$ cat config.mk
export PLATFORM = sky130hd
export DESIGN_NAME = tic_toc_comp_move
export DESIGN_NICKNAME = d
export VERILOG_FILES = /design/src/rtl/tic_toc_pkg.sv /design/src/rtl/tic_toc_line_eval.sv /design/src/rtl/tic_toc_comp_move.sv
export SDC_FILE = /design/constraint.sdc
export NUM_CORES = 1
export LEC_CHECK = 0
export ABC_AREA = 1
export ABC_CLOCK_PERIOD_IN_PS = 2410
export BUFFER_PORTS_ARGS = -buffer_cell sky130_fd_sc_hd__buf_2
export CORE_MARGIN = 4
export CORE_UTILIZATION = 53
export CTS_CLUSTER_DIAMETER = 120
export CTS_CLUSTER_SIZE = 16
export DETAILED_ROUTE_END_ITERATION = 8
export PLACE_DENSITY = 0.74
export RECOVER_POWER = 50
export SYNTH_ARGS = -nofsm -noshare
export SYNTH_HDL_FRONTEND = slang
export SYNTH_SLANG_ARGS = --single-unit
$ cat constraint.sdc
create_clock -name clk -period 2.41 [get_ports clk]
set_input_delay 0.241 -clock clk [delete_from_list [all_inputs] [get_ports clk]]
set_output_delay 0.241 -clock clk [all_outputs]
set_load 0.005 [all_outputs]
$ cat src/rtl/tic_toc_pkg.sv
// Shared definitions for the tic-tac-toe computer-move engine:
// cell codes, FSM states, the line scan table and the fallback preference order.
package tic_toc_pkg;

  typedef enum logic [1:0] {
    EMPTY   = 2'b00,
    PLYR    = 2'b01,
    COMP    = 2'b10,
    ILLEGAL = 2'b11
  } cell_e;

  typedef enum logic [2:0] {
    IDLE,
    WIN,
    BLOCK,
    FALLBACK,
    DONE
  } state_e;

  localparam int unsigned NLINES = 8;

  // Line k, slot j lives at [(3k+j)*4 +: 4]; listed high line first.
  localparam logic [NLINES*3*4-1:0] LINE_TBL = {
    4'd6, 4'd4, 4'd2,   // line 7
    4'd8, 4'd4, 4'd0,   // line 6
    4'd8, 4'd5, 4'd2,   // line 5
    4'd7, 4'd4, 4'd1,   // line 4
    4'd6, 4'd3, 4'd0,   // line 3
    4'd8, 4'd7, 4'd6,   // line 2
    4'd5, 4'd4, 4'd3,   // line 1
    4'd2, 4'd1, 4'd0    // line 0
  };

  // Preference position p lives at [p*4 +: 4]: 4, 0, 2, 6, 8, 1, 3, 5, 7.
  localparam logic [9*4-1:0] FALLBACK_ORDER = {
    4'd7, 4'd5, 4'd3, 4'd1, 4'd8, 4'd6, 4'd2, 4'd0, 4'd4
  };

  function automatic logic [3:0] line_cell(input logic [2:0] k, input int unsigned j);
    return LINE_TBL[(3 * int'(k) + j) * 4 +: 4];
  endfunction

  function automatic logic [3:0] fallback_cell(input int unsigned p);
    return FALLBACK_ORDER[p * 4 +: 4];
  endfunction

endpackage

$ cat src/rtl/tic_toc_line_eval.sv
// Combinational evaluator for one 3-cell line: flags two-of-side plus one empty
// and returns the empty slot one-hot (slot order matches the cells input).
import tic_toc_pkg::*;

module tic_toc_line_eval (
  input  logic [5:0] cells,
  input  cell_e      side,
  output logic       hit,
  output logic [2:0] empty_oh
);
  logic [2:0] is_side;
  logic [2:0] is_empty;

  always_comb begin
    is_side  = '0;
    is_empty = '0;
    for (int unsigned j = 0; j < 3; j++) begin
      is_side[j]  = (cells[2*j +: 2] == side);
      is_empty[j] = (cells[2*j +: 2] == EMPTY);
    end
    hit = ((is_empty == 3'b001) && (is_side == 3'b110)) ||
          ((is_empty == 3'b010) && (is_side == 3'b101)) ||
          ((is_empty == 3'b100) && (is_side == 3'b011));
    empty_oh = hit ? is_empty : '0;
  end
endmodule

$ cat src/rtl/tic_toc_comp_move.sv
// Computer-move engine: captures a board snapshot, scans lines for a winning
// move, then a blocking move, then falls back to a fixed preference order.
import tic_toc_pkg::*;

module tic_toc_comp_move #(
  parameter int unsigned NCELL = 9
) (
  input  logic               clk,
  input  logic               reset,
  input  logic [2*NCELL-1:0] board,
  input  logic               req,
  output logic               busy,
  output logic               move_valid,
  output logic [NCELL-1:0]   move,
  output logic               no_space,
  output logic               board_err
);
  state_e             state_q, state_d;
  logic [2*NCELL-1:0] snap_q, snap_d;
  logic [2:0]         line_q, line_d;
  logic               busy_q, busy_d;
  logic               move_valid_q, move_valid_d;
  logic [NCELL-1:0]   move_q, move_d;
  logic               no_space_q, no_space_d;
  logic               board_err_q, board_err_d;

  logic [5:0]         line_cells;
  cell_e              side;
  logic               line_hit;
  logic [2:0]         line_empty;
  logic [NCELL-1:0]   hit_move;
  logic [NCELL-1:0]   fb_move;
  logic               fb_found;
  logic               cap_full;
  logic               cap_err;

  always_comb begin
    line_cells = '0;
    side       = (state_q == BLOCK) ? PLYR : COMP;
    for (int unsigned j = 0; j < 3; j++)
      line_cells[2*j +: 2] = snap_q[2*line_cell(line_q, j) +: 2];
  end

  tic_toc_line_eval u_line_eval (
    .cells    (line_cells),
    .side     (side),
    .hit      (line_hit),
    .empty_oh (line_empty)
  );

  always_comb begin
    hit_move = '0;
    for (int unsigned j = 0; j < 3; j++)
      if (line_empty[j]) hit_move[line_cell(line_q, j)] = 1'b1;
  end

  always_comb begin
    fb_move  = '0;
    fb_found = 1'b0;
    for (int unsigned p = 0; p < NCELL; p++) begin
      if (!fb_found && (snap_q[2*fallback_cell(p) +: 2] == EMPTY)) begin
        fb_move[fallback_cell(p)] = 1'b1;
        fb_found                  = 1'b1;
      end
    end
  end

  // Full/illegal flags are taken from the live board so they land with the snapshot.
  always_comb begin
    cap_full = 1'b1;
    cap_err  = 1'b0;
    for (int unsigned i = 0; i < NCELL; i++) begin
      if (board[2*i +: 2] == EMPTY)   cap_full = 1'b0;
      if (board[2*i +: 2] == ILLEGAL) cap_err  = 1'b1;
    end
  end

  always_comb begin
    state_d      = state_q;
    snap_d       = snap_q;
    line_d       = line_q;
    busy_d       = busy_q;
    move_valid_d = 1'b0;
    move_d       = move_q;
    no_space_d   = no_space_q;
    board_err_d  = board_err_q;
    unique case (state_q)
      IDLE: begin
        // busy is still high in the move_valid cycle; it drops here and blocks capture.
        if (busy_q) begin
          busy_d = 1'b0;
        end else if (req) begin
          snap_d      = board;
          busy_d      = 1'b1;
          move_d      = '0;
          no_space_d  = cap_full;
          board_err_d = cap_err;
          line_d      = '0;
          state_d     = cap_full ? DONE : WIN;
        end
      end
      WIN, BLOCK: begin
        if (line_hit) begin
          move_d  = hit_move;
          state_d = DONE;
        end else if (line_q == 3'(NLINES - 1)) begin
          line_d  = '0;
          state_d = (state_q == WIN) ? BLOCK : FALLBACK;
        end else begin
          line_d = line_q + 3'd1;
        end
      end
      FALLBACK: begin
        move_d  = fb_move;
        state_d = DONE;
      end
      DONE: begin
        move_valid_d = 1'b1;
        state_d      = IDLE;
      end
      default: state_d = IDLE;
    endcase
  end

  always_ff @(posedge clk or posedge reset) begin
    if (reset) begin
      state_q      <= IDLE;
      snap_q       <= '0;
      line_q       <= '0;
      busy_q       <= 1'b0;
      move_valid_q <= 1'b0;
      move_q       <= '0;
      no_space_q   <= 1'b0;
      board_err_q  <= 1'b0;
    end else begin
      state_q      <= state_d;
      snap_q       <= snap_d;
      line_q       <= line_d;
      busy_q       <= busy_d;
      move_valid_q <= move_valid_d;
      move_q       <= move_d;
      no_space_q   <= no_space_d;
      board_err_q  <= board_err_d;
    end
  end

  assign busy       = busy_q;
  assign move_valid = move_valid_q;
  assign move       = move_q;
  assign no_space   = no_space_q;
  assign board_err  = board_err_q;
endmodule
== Word level (Yosys, flattened, before mapping) ==
Cells that the tools add are included.
Storage, ports and cells
  memory bits (writable): 0
  input bits: 21
  ROM bits: 0
  bits in latches: 0
  logic and storage cells: 172
  bits in registers: 37
  memories kept: 0
Operators by class
  $lt $le $gt $ge: 6
  div/mod/pow operators: 0
  reductions and logical operators: 53
  eq/ne operators: 28
  multiply operators: 1
  bitwise gates (word level): 3
  shift operators: 6
  add/sub/neg operators: 3
  multiplexer cells: 64
Operator list (number)
  $shiftx 96x9->4 const A: 2
  $shiftx 96x8->4 const A: 1
  $mux 9: 6
  $shiftx 18x6->2: 3
  $logic_not 2->1: 21
  $mux 1: 41
  $mux 3: 10
  $pmux 9 s3: 1
  $eq 2x2->1 const B: 9
  $or 9x9->9: 2
  $eq 3x3->1 const B: 5
  $lt 4x5->1 const B: 3
  $logic_and 1x1->1: 14
  $demux 1 s4: 3
  $eq 3x2->1 const B: 4
  $ge 4x1->1 const B: 3
  $pmux 3 s3: 1
  $logic_not 1->1: 8
  $ne 2x2->1 const B: 4
  $reduce_and 4->1: 2
  $add 5x1->6 const B: 1
  $add 5x2->6 const B: 1
  $eq 2x2->1: 3
  $eq 3x1->1 const B: 2
  other kinds (12): 14

== Logic depth before layout (Yosys ltp) ==
  depth in word-level cells: 27
  depth in mapped cells: 21
  depth with buffers taken out: 21

== Modules after synthesis ==
Synthesis repeated with hierarchy kept, for this count alone.
Unflattened totals
  cell total of the unflattened synthesis: 472
  area total of the unflattened synthesis: 2922.8 um^2
By module, submodules not included
  tic_toc_comp_move: area an instance 2653.8 um^2, cells an instance 406, instances 1, seq. area each 925.9 um^2
  tic_toc_line_eval: area an instance 269.0 um^2, cells an instance 66, instances 1, seq. area each 0.0 um^2

== Least setup slack after synthesis ==
Ideal clock, no wire load.
  kind: register to register
  start: register line_q[0]
  end: register move_q[8], in the netlist move[8]
  data required time: 2.273 ns
  setup slack: -0.197 ns
  cell stages (with the launch flop): 18
  buffers on the path: 1
  arrival: 2.470 ns
  cells stage by stage: dfrtp_1 > inv_1 > ha_1 > buf_6 > inv_2 > nand2_4 > o21ai_1 > nand3_1 > nand3_1 > nand2_1 > nand2_2 > nand3_1 > nand2_1 > nand2_2 > o21ai_4 > nand2_2 > nand2_1 > o221ai_1
On the way
  word-level cells in the longest chain between the ends: 17
  elaborated cells between the ends (all ways): 51
  classes of those cells: 2 x add/sub; 1 x mul; 6 x order compare; 10 x eq/ne; 6 x shift; 12 x mux; 2 x bitwise; 12 x reduce/logical
RTL lines
  from (decl): line tic_toc_comp_move.sv:20  | logic [2:0] line_q, line_d;
  from (signal assigned): line tic_toc_comp_move.sv:138  | line_q <= line_d;
  $mul 2x3->5 *: line tic_toc_pkg.sv:40  | return LINE_TBL[(3 * int'(k) + j) * 4 +: 4];
  $add 5x1->6 or $add 5x2->6 (tied branches): line tic_toc_pkg.sv:40
  $shiftx 96x9->4: line tic_toc_pkg.sv:40
  $shiftx 18x6->2: line tic_toc_comp_move.sv:41  | line_cells[2*j +: 2] = snap_q[2*line_cell(line_q, j) +: 2];
  $eq 2x2->1 or $logic_not 2->1 (tied branches): line tic_toc_line_eval.sv:18, tic_toc_line_eval.sv:19
  $eq 3x3->1, or another cell as far along: line tic_toc_line_eval.sv:21  | hit = ((is_empty == 3'b001) && (is_side == 3'b110)) ||
  $logic_and 1x1->1, on equally long branches: line tic_toc_line_eval.sv:21, tic_toc_line_eval.sv:22
  $logic_or 1x1->1: line tic_toc_line_eval.sv:21
  $logic_or 1x1->1: line tic_toc_line_eval.sv:22  | ((is_empty == 3'b010) && (is_side == 3'b101)) ||
  $mux 3: line tic_toc_line_eval.sv:24  | empty_oh = hit ? is_empty : '0;
  $mux 9: line tic_toc_comp_move.sv:54  | if (line_empty[j]) hit_move[line_cell(line_q, j)] = 1'b1;
  $or 9x9->9 (no source line)
  $mux 9: line tic_toc_comp_move.sv:54
  $or 9x9->9 (no source line)
  $mux 9: line tic_toc_comp_move.sv:54
  $mux 9: line tic_toc_comp_move.sv:103  | if (line_hit) begin
  $pmux 9 s3: line tic_toc_comp_move.sv:87  | unique case (state_q)
  to (signal assigned): line tic_toc_comp_move.sv:141  | move_q <= move_d;
  to (decl): line tic_toc_comp_move.sv:23  | logic [NCELL-1:0] move_q, move_d;
Mark *: on every way between the ends. The rest lies on a longest branch, timed or not. The select of a mux whose other input is x is not followed.
A chain may end at the register's enable or synchronous reset.

== Worst setup path after layout ==
  start: register line_q[0]
  end: register move_q[4], in the netlist move[4]
Same word-level chain as after synthesis.

==> summary.txt <==
Run status
  • Status: finished with violations
  • Failing checks: capacitance limit, slew limit, setup timing

Timing
  • RSZ-0062 raised after global routing: yes
  • Fmax achieved: 0.397 GHz
  • Pins Over Slew Limit: 38
  • Setup Skew: 10.3 ps
  • Setup TNS: -1050 ps
  • Final setup vio count: 15
  • Hold Fails Final Rpt: 0
  • Tmin final: 2520 ps
  • Least-Margin Pin Slew: 2060 ps
  • Slew HR: -37.6%
  • Crit share post-route: 105%
  • Fin Hold WS: 175 ps
  • Worst Slack Setup Final: -110 ps

Drt
  • Routed length per placed instance: 16.8 µm
  • Post-Route WL: 10,100 µm
  • DRC violations left: 0
  • Vias/cell: 5.97
  • 1st-iter DRT viols: 404
  • Routed vias: 3,595
  • Antenna Nets Post-Route: 0
  • DR pass1 iterations: 8

Clock network
  • Clock Path Buffers: 2
  • CTS sink cnt: 37
  • Num CTS Buffers: 5
  • CTS root buf: clkbuf_8
  • CTS tree: built
  • H-tree depth: 2
  • Clock latency on the worst-skew pair: 300 ps
  • Post-cts hold buffer count: 0
  • Reg clk slew, reported paths: 80 ps

Setup path
  • Crit-path slowest cell: dfrtp_2
  • Critical path peak fanout: 5
  • Worst path required time: 2580 ps
  • CP Class: flop to flop
  • CP endpoint kind: flop
  • CP peak stage delay: 470 ps
  • CP Data Arrival Time: 2690 ps
  • CP bufs+invs: 1
  • Startpoint types: flop
  • Cell family with most CP delay: simple AND/OR/NAND/NOR gates
  • Worst-path cell chain: inv_2 -> ha_4 -> nand2_1 -> o21ai_2 -> nor2_4 -> nand3_4 -> nand3_4 -> nor2b_4 -> o21ai_4 -> o21ai_4 -> nand2_4 -> nand2_1 -> nand3_1

Die
  • Starting Density: 54.4%
  • Cell Rows: 27
  • Die ar.: 6880 µm²
  • Die H: 82.9 µm
  • I/O pin total: 34
  • Die W: 82.9 µm
  • Core Region: 5470 µm²

Yosys
  • Top post-synthesis cells by count: nand2_1, nand3_1, inv_1
  • Most frequent cell after synthesis: nand2_1
  • Synth area leader: dfrtp_1
  • Area contributors post-synth: dfrtp_1, nand2_1, nand3_1
  • Seq/Total Area, Yosys: 31.1%
  • Library cells used by synthesis: 34
  • Post-synth EDFFs: 0
  • Share of the synthesized area in the top cell type: 31.1%
  • Post-Syn Area: 2980 µm²
  • Yosys reg bits: 37
  • Syn_nets: 473
  • Top_reg_cell synth: dfrtp_1
  • Syn Area/Cell: 6.67 µm²
  • Mapped Cells: 446
  • Synth Warn #: 0
  • Ys async rst share: 100%

Global routing
  • Wire length of the first global-routing pass: 16,300 µm
  • GRT Total Usage: 29.2%
  • Vias in the first global route: 3,358
  • Initial antenna violation count: 0
  • Largest net degree at the start of global routing: 38
  • Total grt overflow: 0

Placed design
  • Dpl cells: 583
  • Gpl congestion: 1.01
  • Post-DP HPWL: 7250 µm
  • Placed cell areas: 3530 µm²
  • Number of port buffers: 33

Finish
  • # diodes: 0
  • Cell Count, Final, Fillers Out: 602
  • Area growth, synth to finish: 39.1%
  • Final instance area: 4140 µm²
  • Share of post-route cells with drive strength above 1: 38.7%
  • NumNets Final: 556

Flow run
  • Max-cap violation count: 1

Min path
  • Hold/Removal Path Class: input port to flop
-- routing by layer --
layer / vias to the layer above / track usage [%] / part of all wire (%)
met5: - / 0 / 0
met4: 0 / 13.1 / 4.6
met3: 59 / 5.16 / 8.5
met2: 244 / 48.1 / 47
met1: 1638 / 37.4 / 40
li1: 1654 / - / -
-- placed cells by master (no fill, tap or decap), types with 2 or more instances in the layout --
cell type | Yosys | layout
nand2_1 | 136 | 103
nand3_1 | 67 | 49
buf_4 | 0 | 42
inv_1 | 45 | 39
dfrtp_1 | 37 | 36
buf_2 | 0 | 33
nand2_2 | 8 | 32
nor2_1 | 34 | 28
o21ai_0 | 19 | 19
nand3_2 | 5 | 18
nand4_1 | 15 | 15
nand2_4 | 5 | 14
nor2_4 | 2 | 11
inv_2 | 7 | 8
o21ai_1 | 10 | 8
nand3_4 | 1 | 6
nor3_1 | 6 | 6
inv_4 | 0 | 5
clkbuf_8 | 0 | 5
nor2_2 | 7 | 4
o22ai_1 | 4 | 4
ha_4 | 0 | 4
nand2_8 | 1 | 3
nor4_1 | 3 | 3
a21oi_1 | 4 | 3
buf_6 | 3 | 3
nand3b_1 | 2 | 2
nor3_2 | 3 | 2
o21ai_2 | 1 | 2
o21ai_4 | 1 | 2
a221oi_1 | 2 | 2
o2111ai_1 | 2 | 2
o221ai_1 | 2 | 2
ha_1 | 6 | 2
buf_12 | 0 | 2
-- cell families after synthesis --
logic type | synth area share [%]
AND/OR/NAND/NOR | 48.4
adder cells (fa/ha/maj) | 2.52
AO/OA/AOI/OAI | 9.21
flip-flops | 31.1
buffers and inverters | 8.74
-- worst paths after layout --
kind	startpoint	end	slack, ps	depth (start not counted)
min	board[8]	snap_q[8]	180	3
max in group asynchronous	reset	line_q[0]	400	3
max reg2reg	line_q[0]	move[4]	-110	13
min reg2reg	no_space	no_space	480	2
min in group asynchronous	reset	move[1]	690	3
max	line_q[0]	move[4]	-110	13
-- state kept, by name (all words and copies together), names as in the netlist --
name        flops
snap_q         18
move            9
line_q          3
state_q         3
board_err       1
busy            1
move_valid      1
no_space        1
-- metrics by stage --
stage,util [%],setup slack [ps]
finish,75.7,-110
global route,75.7,-287
CTS,72.3,-46.0
detailed placement,64.4,-184
global placement,64.4,-158
floorplan,-,2.41
-- what timing repair did --
item / CTS / global route
setup buffers: 5 / 5
gates resized for setup: 62 / 43
pin swaps: 24 / 26
endpoints found under the setup margin: 15 / 15
gates cloned: 2 / 0
-- final cells by class --
cell class,instances,area (µm²)
multi-input cells,351,2230
fillers,440,1330
flip-flops and latches,37,927
repair buffers,81,558
inverters,53,224
well taps,72,90.1
clock buffers,5,68.8
clock inverters,3,43.8
-- worst min-delay path: stages --
cell and delay [ps]:
buf_2 100, nand2_1 50, nand2_1 40
Power is left out: the tool's default activity adds up to more than one toggle a clock period on the data nets, which glitch-free logic cannot reach.
